--- src/rtl/led_pwm_pkg.sv ---
// Shared types and default parameters for the LED PWM driver.
// The breathing FSM walks the duty between B_MIN and B_MAX in STEP increments.
package led_pwm_pkg;

  localparam int WIDTH_DEF = 8;
  localparam int STEP_DEF  = 8;
  localparam int B_MIN_DEF = 8;
  localparam int B_MAX_DEF = 248;

  typedef enum logic [1:0] {
    MANUAL,
    UP,
    DOWN
  } state_t;

endpackage

--- src/rtl/led_pwm_driver_if.sv ---
// Manual-duty valid/ready handshake between a duty source and the PWM driver.
interface led_pwm_driver_if
  import led_pwm_pkg::*;
#(
  parameter int WIDTH = WIDTH_DEF
) ();

  logic             duty_valid;
  logic [WIDTH-1:0] duty_data;
  logic             duty_ready;

  modport master (
    output duty_valid,
    output duty_data,
    input  duty_ready
  );

  modport slave (
    input  duty_valid,
    input  duty_data,
    output duty_ready
  );

endinterface

--- src/rtl/led_pwm_driver_tick_detect.sv ---
// Rising-edge detector for the divided pwm_clk, sampled in the sys_clk domain.
// Produces one tick per pwm_clk rising edge.
module pwm_tick_detect (
  input  logic sys_clk,
  input  logic rst,
  input  logic pwm_clk,
  output logic tick
);

  logic r_pwm_q;

  // NOTE: sequential state uses non-blocking assignments so every register samples pre-edge values.
  always_ff @(posedge sys_clk) begin
    if (rst) begin
      r_pwm_q <= 1'b0;
    end else begin
      r_pwm_q <= pwm_clk;
    end
  end

  assign tick = pwm_clk & ~r_pwm_q;

endmodule

--- src/rtl/led_pwm_driver.sv ---
// LED PWM driver: free-running period counter, shadowed manual duty, and a
// breathing FSM that ramps the duty between B_MIN and B_MAX once per period.
module led_pwm_driver
  import led_pwm_pkg::*;
#(
  parameter int WIDTH = WIDTH_DEF,
  parameter int STEP  = STEP_DEF,
  parameter int B_MIN = B_MIN_DEF,
  parameter int B_MAX = B_MAX_DEF
) (
  input  logic                   sys_clk,
  input  logic                   rst,
  input  logic                   pwm_clk,
  led_pwm_driver_if.slave        duty_if,
  input  logic                   breathe_en,
  output logic                   led_out,
  output logic                   period_start
);

  localparam logic [WIDTH-1:0] P_MIN_W    = WIDTH'(B_MIN);
  localparam logic [WIDTH-1:0] P_MAX_W    = WIDTH'(B_MAX);
  localparam logic [WIDTH-1:0] P_STEP_W   = WIDTH'(STEP);
  localparam logic [WIDTH:0]   P_MAX_X    = (WIDTH+1)'(B_MAX);
  localparam logic [WIDTH:0]   P_STEP_X   = (WIDTH+1)'(STEP);
  localparam logic [WIDTH:0]   P_DOWN_THR = (WIDTH+1)'(B_MIN) + P_STEP_X;

  logic             w_tick;
  logic             w_boundary;
  logic             w_ready;
  logic             w_transfer;
  logic [WIDTH:0]   w_sum_up;

  logic [WIDTH-1:0] r_cnt;
  logic [WIDTH-1:0] r_active_duty;
  logic [WIDTH-1:0] r_shadow;
  logic             r_pending;
  state_t           r_state;
  logic             r_led_out;
  logic             r_period_start;

  pwm_tick_detect u_tick (
    .sys_clk (sys_clk),
    .rst     (rst),
    .pwm_clk (pwm_clk),
    .tick    (w_tick)
  );

  assign w_boundary = w_tick & (r_cnt == '1);
  assign w_ready    = ~r_pending & (r_state == MANUAL) & ~rst;
  assign w_transfer = duty_if.duty_valid & w_ready;
  // Widened so a ramp near the top of the range cannot wrap past B_MAX.
  assign w_sum_up   = {1'b0, r_active_duty} + P_STEP_X;

  assign duty_if.duty_ready = w_ready;
  assign led_out            = r_led_out;
  assign period_start       = r_period_start;

  always_ff @(posedge sys_clk) begin
    if (rst) begin
      r_cnt          <= '0;
      r_active_duty  <= '0;
      r_shadow       <= '0;
      r_pending      <= 1'b0;
      r_state        <= MANUAL;
      r_led_out      <= 1'b0;
      r_period_start <= 1'b0;
    end else begin
      r_led_out      <= (r_cnt < r_active_duty);
      r_period_start <= w_boundary;

      if (w_tick) begin
        r_cnt <= r_cnt + 1'b1;
      end

      // A transfer landing on a boundary only fills the shadow; it is applied next period.
      if (w_transfer) begin
        r_shadow  <= duty_if.duty_data;
        r_pending <= 1'b1;
      end

      if (w_boundary) begin
        case (r_state)
          MANUAL: begin
            if (breathe_en) begin
              r_state       <= UP;
              r_active_duty <= P_MIN_W;
              r_pending     <= 1'b0;
            end else if (r_pending) begin
              r_active_duty <= r_shadow;
              r_pending     <= 1'b0;
            end
          end
          UP: begin
            if (!breathe_en) begin
              r_state <= MANUAL;
            end else if (w_sum_up >= P_MAX_X) begin
              r_active_duty <= P_MAX_W;
              r_state       <= DOWN;
            end else begin
              r_active_duty <= w_sum_up[WIDTH-1:0];
            end
          end
          DOWN: begin
            if (!breathe_en) begin
              r_state <= MANUAL;
            end else if ({1'b0, r_active_duty} <= P_DOWN_THR) begin
              r_active_duty <= P_MIN_W;
              r_state       <= UP;
            end else begin
              r_active_duty <= r_active_duty - P_STEP_W;
            end
          end
          default: r_state <= MANUAL;
        endcase
      end
    end
  end

endmodule

--- src/flat_wrapper.sv ---
// flat-port wrapper written by rule: the top's interface ports become plain ports
module led_pwm_driver_flat import led_pwm_pkg::*;
#(
  parameter int WIDTH = WIDTH_DEF,
  parameter int STEP  = STEP_DEF,
  parameter int B_MIN = B_MIN_DEF,
  parameter int B_MAX = B_MAX_DEF
)
  (sys_clk, rst, pwm_clk, breathe_en, led_out, period_start, duty_if_duty_valid, duty_if_duty_data, duty_if_duty_ready);
  led_pwm_driver_if #(.WIDTH(WIDTH)) duty_if_i ();
  input  logic sys_clk;
  input  logic rst;
  input  logic pwm_clk;
  input  logic breathe_en;
  output logic led_out;
  output logic period_start;
  input wire logic [$bits(duty_if_i.duty_valid)-1:0] duty_if_duty_valid;
  input wire logic [$bits(duty_if_i.duty_data)-1:0] duty_if_duty_data;
  output wire logic [$bits(duty_if_i.duty_ready)-1:0] duty_if_duty_ready;
  assign duty_if_i.duty_valid = duty_if_duty_valid;
  assign duty_if_i.duty_data = duty_if_duty_data;
  assign duty_if_duty_ready = duty_if_i.duty_ready;
  led_pwm_driver #(.WIDTH(WIDTH), .STEP(STEP), .B_MIN(B_MIN), .B_MAX(B_MAX)) u_core (.sys_clk(sys_clk), .rst(rst), .pwm_clk(pwm_clk), .duty_if(duty_if_i), .breathe_en(breathe_en), .led_out(led_out), .period_start(period_start));
endmodule
--- config.mk ---
export PLATFORM = sky130hd
export DESIGN_NAME = led_pwm_driver_flat
export DESIGN_NICKNAME = d
export VERILOG_FILES = /design/src/rtl/led_pwm_pkg.sv /design/src/rtl/led_pwm_driver_if.sv /design/src/rtl/led_pwm_driver_tick_detect.sv /design/src/rtl/led_pwm_driver.sv /design/src/flat_wrapper.sv
export SDC_FILE = /design/constraint.sdc
export NUM_CORES = 1
export LEC_CHECK = 0
export CORE_MARGIN = 3
export CORE_UTILIZATION = 40
export CTS_BUF_LIST = sky130_fd_sc_hd__clkbuf_4
export CTS_CLUSTER_DIAMETER = 50
export DETAILED_ROUTE_END_ITERATION = 10
export SLEW_MARGIN = 20
export SYNTH_ARGS = -nofsm -noshare
export SYNTH_HDL_FRONTEND = slang
export SYNTH_SLANG_ARGS = --single-unit
export TNS_END_PERCENT = 50
--- constraint.sdc ---
create_clock -name sys_clk -period 4.79 [get_ports sys_clk]
set_input_delay 1.437 -clock sys_clk [delete_from_list [all_inputs] [get_ports sys_clk]]
set_output_delay 1.437 -clock sys_clk [all_outputs]
set_load 0.05 [all_outputs]
==> results_dict.tcl <==
set metrics [dict create \
    status "completed" \
    synth_nets 230 \
    whs_ns 0.4653 \
    grt.overflow.total 0 \
    layout_min_cycle_time_ns 3.702 \
    holdBufCountCts 0 \
    worstPathArrival_ns 2.27 \
    p_per_area_nw_per_um2 225.7 \
    vias 1489 \
    multiInputGateArea_um2 1074 \
    ir_drop_mv 0.1532 \
    ys_warn_count 0 \
    nNetsFinal 240 \
    cts_root_buffer "clkbuf_4" \
    crit_required_ns 3.35 \
    final_cell_mix "dfxtp_1 (30), nor2_1 (23), ha_1 (15)" \
    io_pins 16 \
    fin_cells 263 \
    grt_usage 0.1609 \
    synth_seq_area_share 0.3387 \
    slew_viol_final 0 \
    globalplace.congestion 0.8895 \
    vias_per_cell 5.662 \
    cp-end-kind "output port" \
    rows 23 \
    num_antenna_cells 0 \
    clk_latency_ns 0.33 \
    leakage_nw 0.7480 \
    core-area_um2 4144 \
    final_hold_viol_count 0 \
    skew_ns 0.007195 \
    critical_path.startpoint_type "input port" \
    clk_transition_reported_paths_ns 0.09 \
    clock_path_buffers 2 \
    chipHeight_um 72.58 \
    cts_resized 0 \
    grt_max_degree 35 \
    portBuffers 15 \
    ys_types 42 \
    rsz0062_at_grt "false" \
    start_util 0.4278 \
    drtIter0Drc 80 \
    drc 0 \
    drive_gt1_frac 0.07512 \
    seqCellArea_um2 600.6 \
    setup_tns_ns 0 \
    postRouteWirelength_um 3809 \
    wl_per_cell_um 14.48 \
    mostFrequentLayoutCell "dfxtp_1" \
    netlist_area_um2 1773 \
    die_x_um 72.58 \
    n_fill_cell 421 \
    drtAntennaViolNets 0 \
    post-route-util 0.4816 \
    dr.pass1.iters 4 \
    setup_violations 0 \
    grt_pass1_wl_um 6672 \
    htree_levels 2 \
    period_share 0.7729 \
    place_inst 255 \
    fmax_ghz 0.2701 \
    antenna_found_initial 0 \
    synthCells 202 \
    place_hpwl_um 2763 \
    crit_type "input port to output port" \
    tritoncts "yes" \
    post-cts-setup-buffers 0 \
    hold_path.class "flip-flop to flip-flop" \
    area_growth_pct 12.56 \
    slew_headroom 0.6184 \
    die-area_um2 5267 \
    cts-buffers-inserted 5 \
    cp_max_fo 2 \
    postSynthRegisterBits 30 \
    cts.sinks 30 \
    max-cap-violations 0 \
    power_w 0.0004504 \
    grt_pass1_vias 1461 \
    postSynthAreaPerCell_um2 8.777 \
    worst_pin_slew_ns 0.5724 \
]
final cells by class:
cell class              instances  area share
inverters                      10     0.01881
repair buffers                 16     0.08401
multi-input cells             149      0.5379
clock buffers                   5     0.01881
flip-flops and latches         30      0.3009
well taps                      50     0.03135
clock inverters                 3    0.008150
cell usage after synthesis, drive strengths merged:
cell / number / share of area
a211o: 2 / 0.015
a211oi: 3 / 0.013
a21o: 2 / 0.0085
a21oi: 10 / 0.028
a221oi: 5 / 0.025
a31o: 1 / 0.0049
a31oi: 8 / 0.032
and2: 1 / 0.0035
and3: 1 / 0.0035
and4b: 1 / 0.0078
buf: 6 / 0.020
clkbuf: 7 / 0.015
dfxtp: 30 / 0.34
ha: 15 / 0.11
inv: 10 / 0.021
mux2: 1 / 0.0064
mux2i: 12 / 0.068
nand2: 11 / 0.023
nand2b: 5 / 0.018
nand4: 4 / 0.023
nor2: 23 / 0.049
nor2b: 5 / 0.018
nor3: 11 / 0.031
nor3b: 1 / 0.0042
nor4: 1 / 0.0035
o211ai: 1 / 0.0042
o21ai: 5 / 0.014
o2bb2ai: 1 / 0.0049
o31a: 1 / 0.0049
o31ai: 1 / 0.0042
o32ai: 2 / 0.0099
o41ai: 2 / 0.014
or3: 3 / 0.011
or3b: 1 / 0.0049
xnor2: 4 / 0.020
xor2: 5 / 0.025
per-stage QoR:
stage / cell area (µm²) / setup WS, ns
after global routing: 1996 / 1.076
after global placement: 1942 / 1.095
after floorplan: 1773 / 1.091
after CTS: 1996 / 1.084
after detailed placement: 1942 / 1.085
final: 1996 / 1.088
power by group:
group	switching (W)	leakage (nW)	internal (W)	total, W
sequential	0.00000460	0.243	0.000255	0.000260
combinational	0.0000214	0.476	0.0000228	0.0000442
clock	0.0000917	0.0286	0.0000544	0.000146
total	0.000118	0.748	0.000333	0.000450
layer usage:
layer | wire, µm | vias up | GRT usage | part of all wire
met2 | 1735 | 54 | 0.2565 | 0.46
met1 | 1721 | 683 | 0.2014 | 0.45
met3 | 284 | 9 | 0.04959 | 0.075
li1 | - | 743 | - | -
met5 | 0 | - | 0 | 0
met4 | 68 | 0 | 0.06557 | 0.018
worst max-delay path, cell delays in order:
cell and delay, ns:
clkdlybuf4s50_1 0.42, nor2_1 0.23, buf_12 0.17
flip-flops by register name, indices dropped and copies added, names as in the netlist:
signal,flops
u_core.led_out,1
u_core.r_shadow,8
u_core.r_cnt,8
u_core.r_active_duty,8
u_core.r_pending,1
u_core.u_tick.r_pwm_q,1
u_core.period_start,1
u_core.r_state,2
worst paths after layout:
kind                      startpoint                       to  slack (ns)  cells past startpoint
max                              rst       duty_if_duty_ready        1.09                      3
min               u_core.r_shadow[0]  u_core.r_active_duty[0]        0.47                      2
max reg2reg  u_core.r_active_duty[3]        u_core.r_state[0]        2.63                      5
min reg2reg       u_core.r_shadow[0]  u_core.r_active_duty[0]        0.47                      2
logic make-up (layout without fill, tap and decap cells):
kind of cell             count (synthesis)  in the layout  synth area share
multiplexers                            13             13           0.07410
adder cells (fa/ha/maj)                 15             15            0.1059
buffers and inverters                   23             34           0.05575
AND/OR/NAND/NOR                         68             68            0.1990
flip-flops                              30             30            0.3387
XOR/XNOR                                 9              9           0.04446
AO/OA/AOI/OAI                           44             44            0.1821
Power figures use the tool's default switching activity.
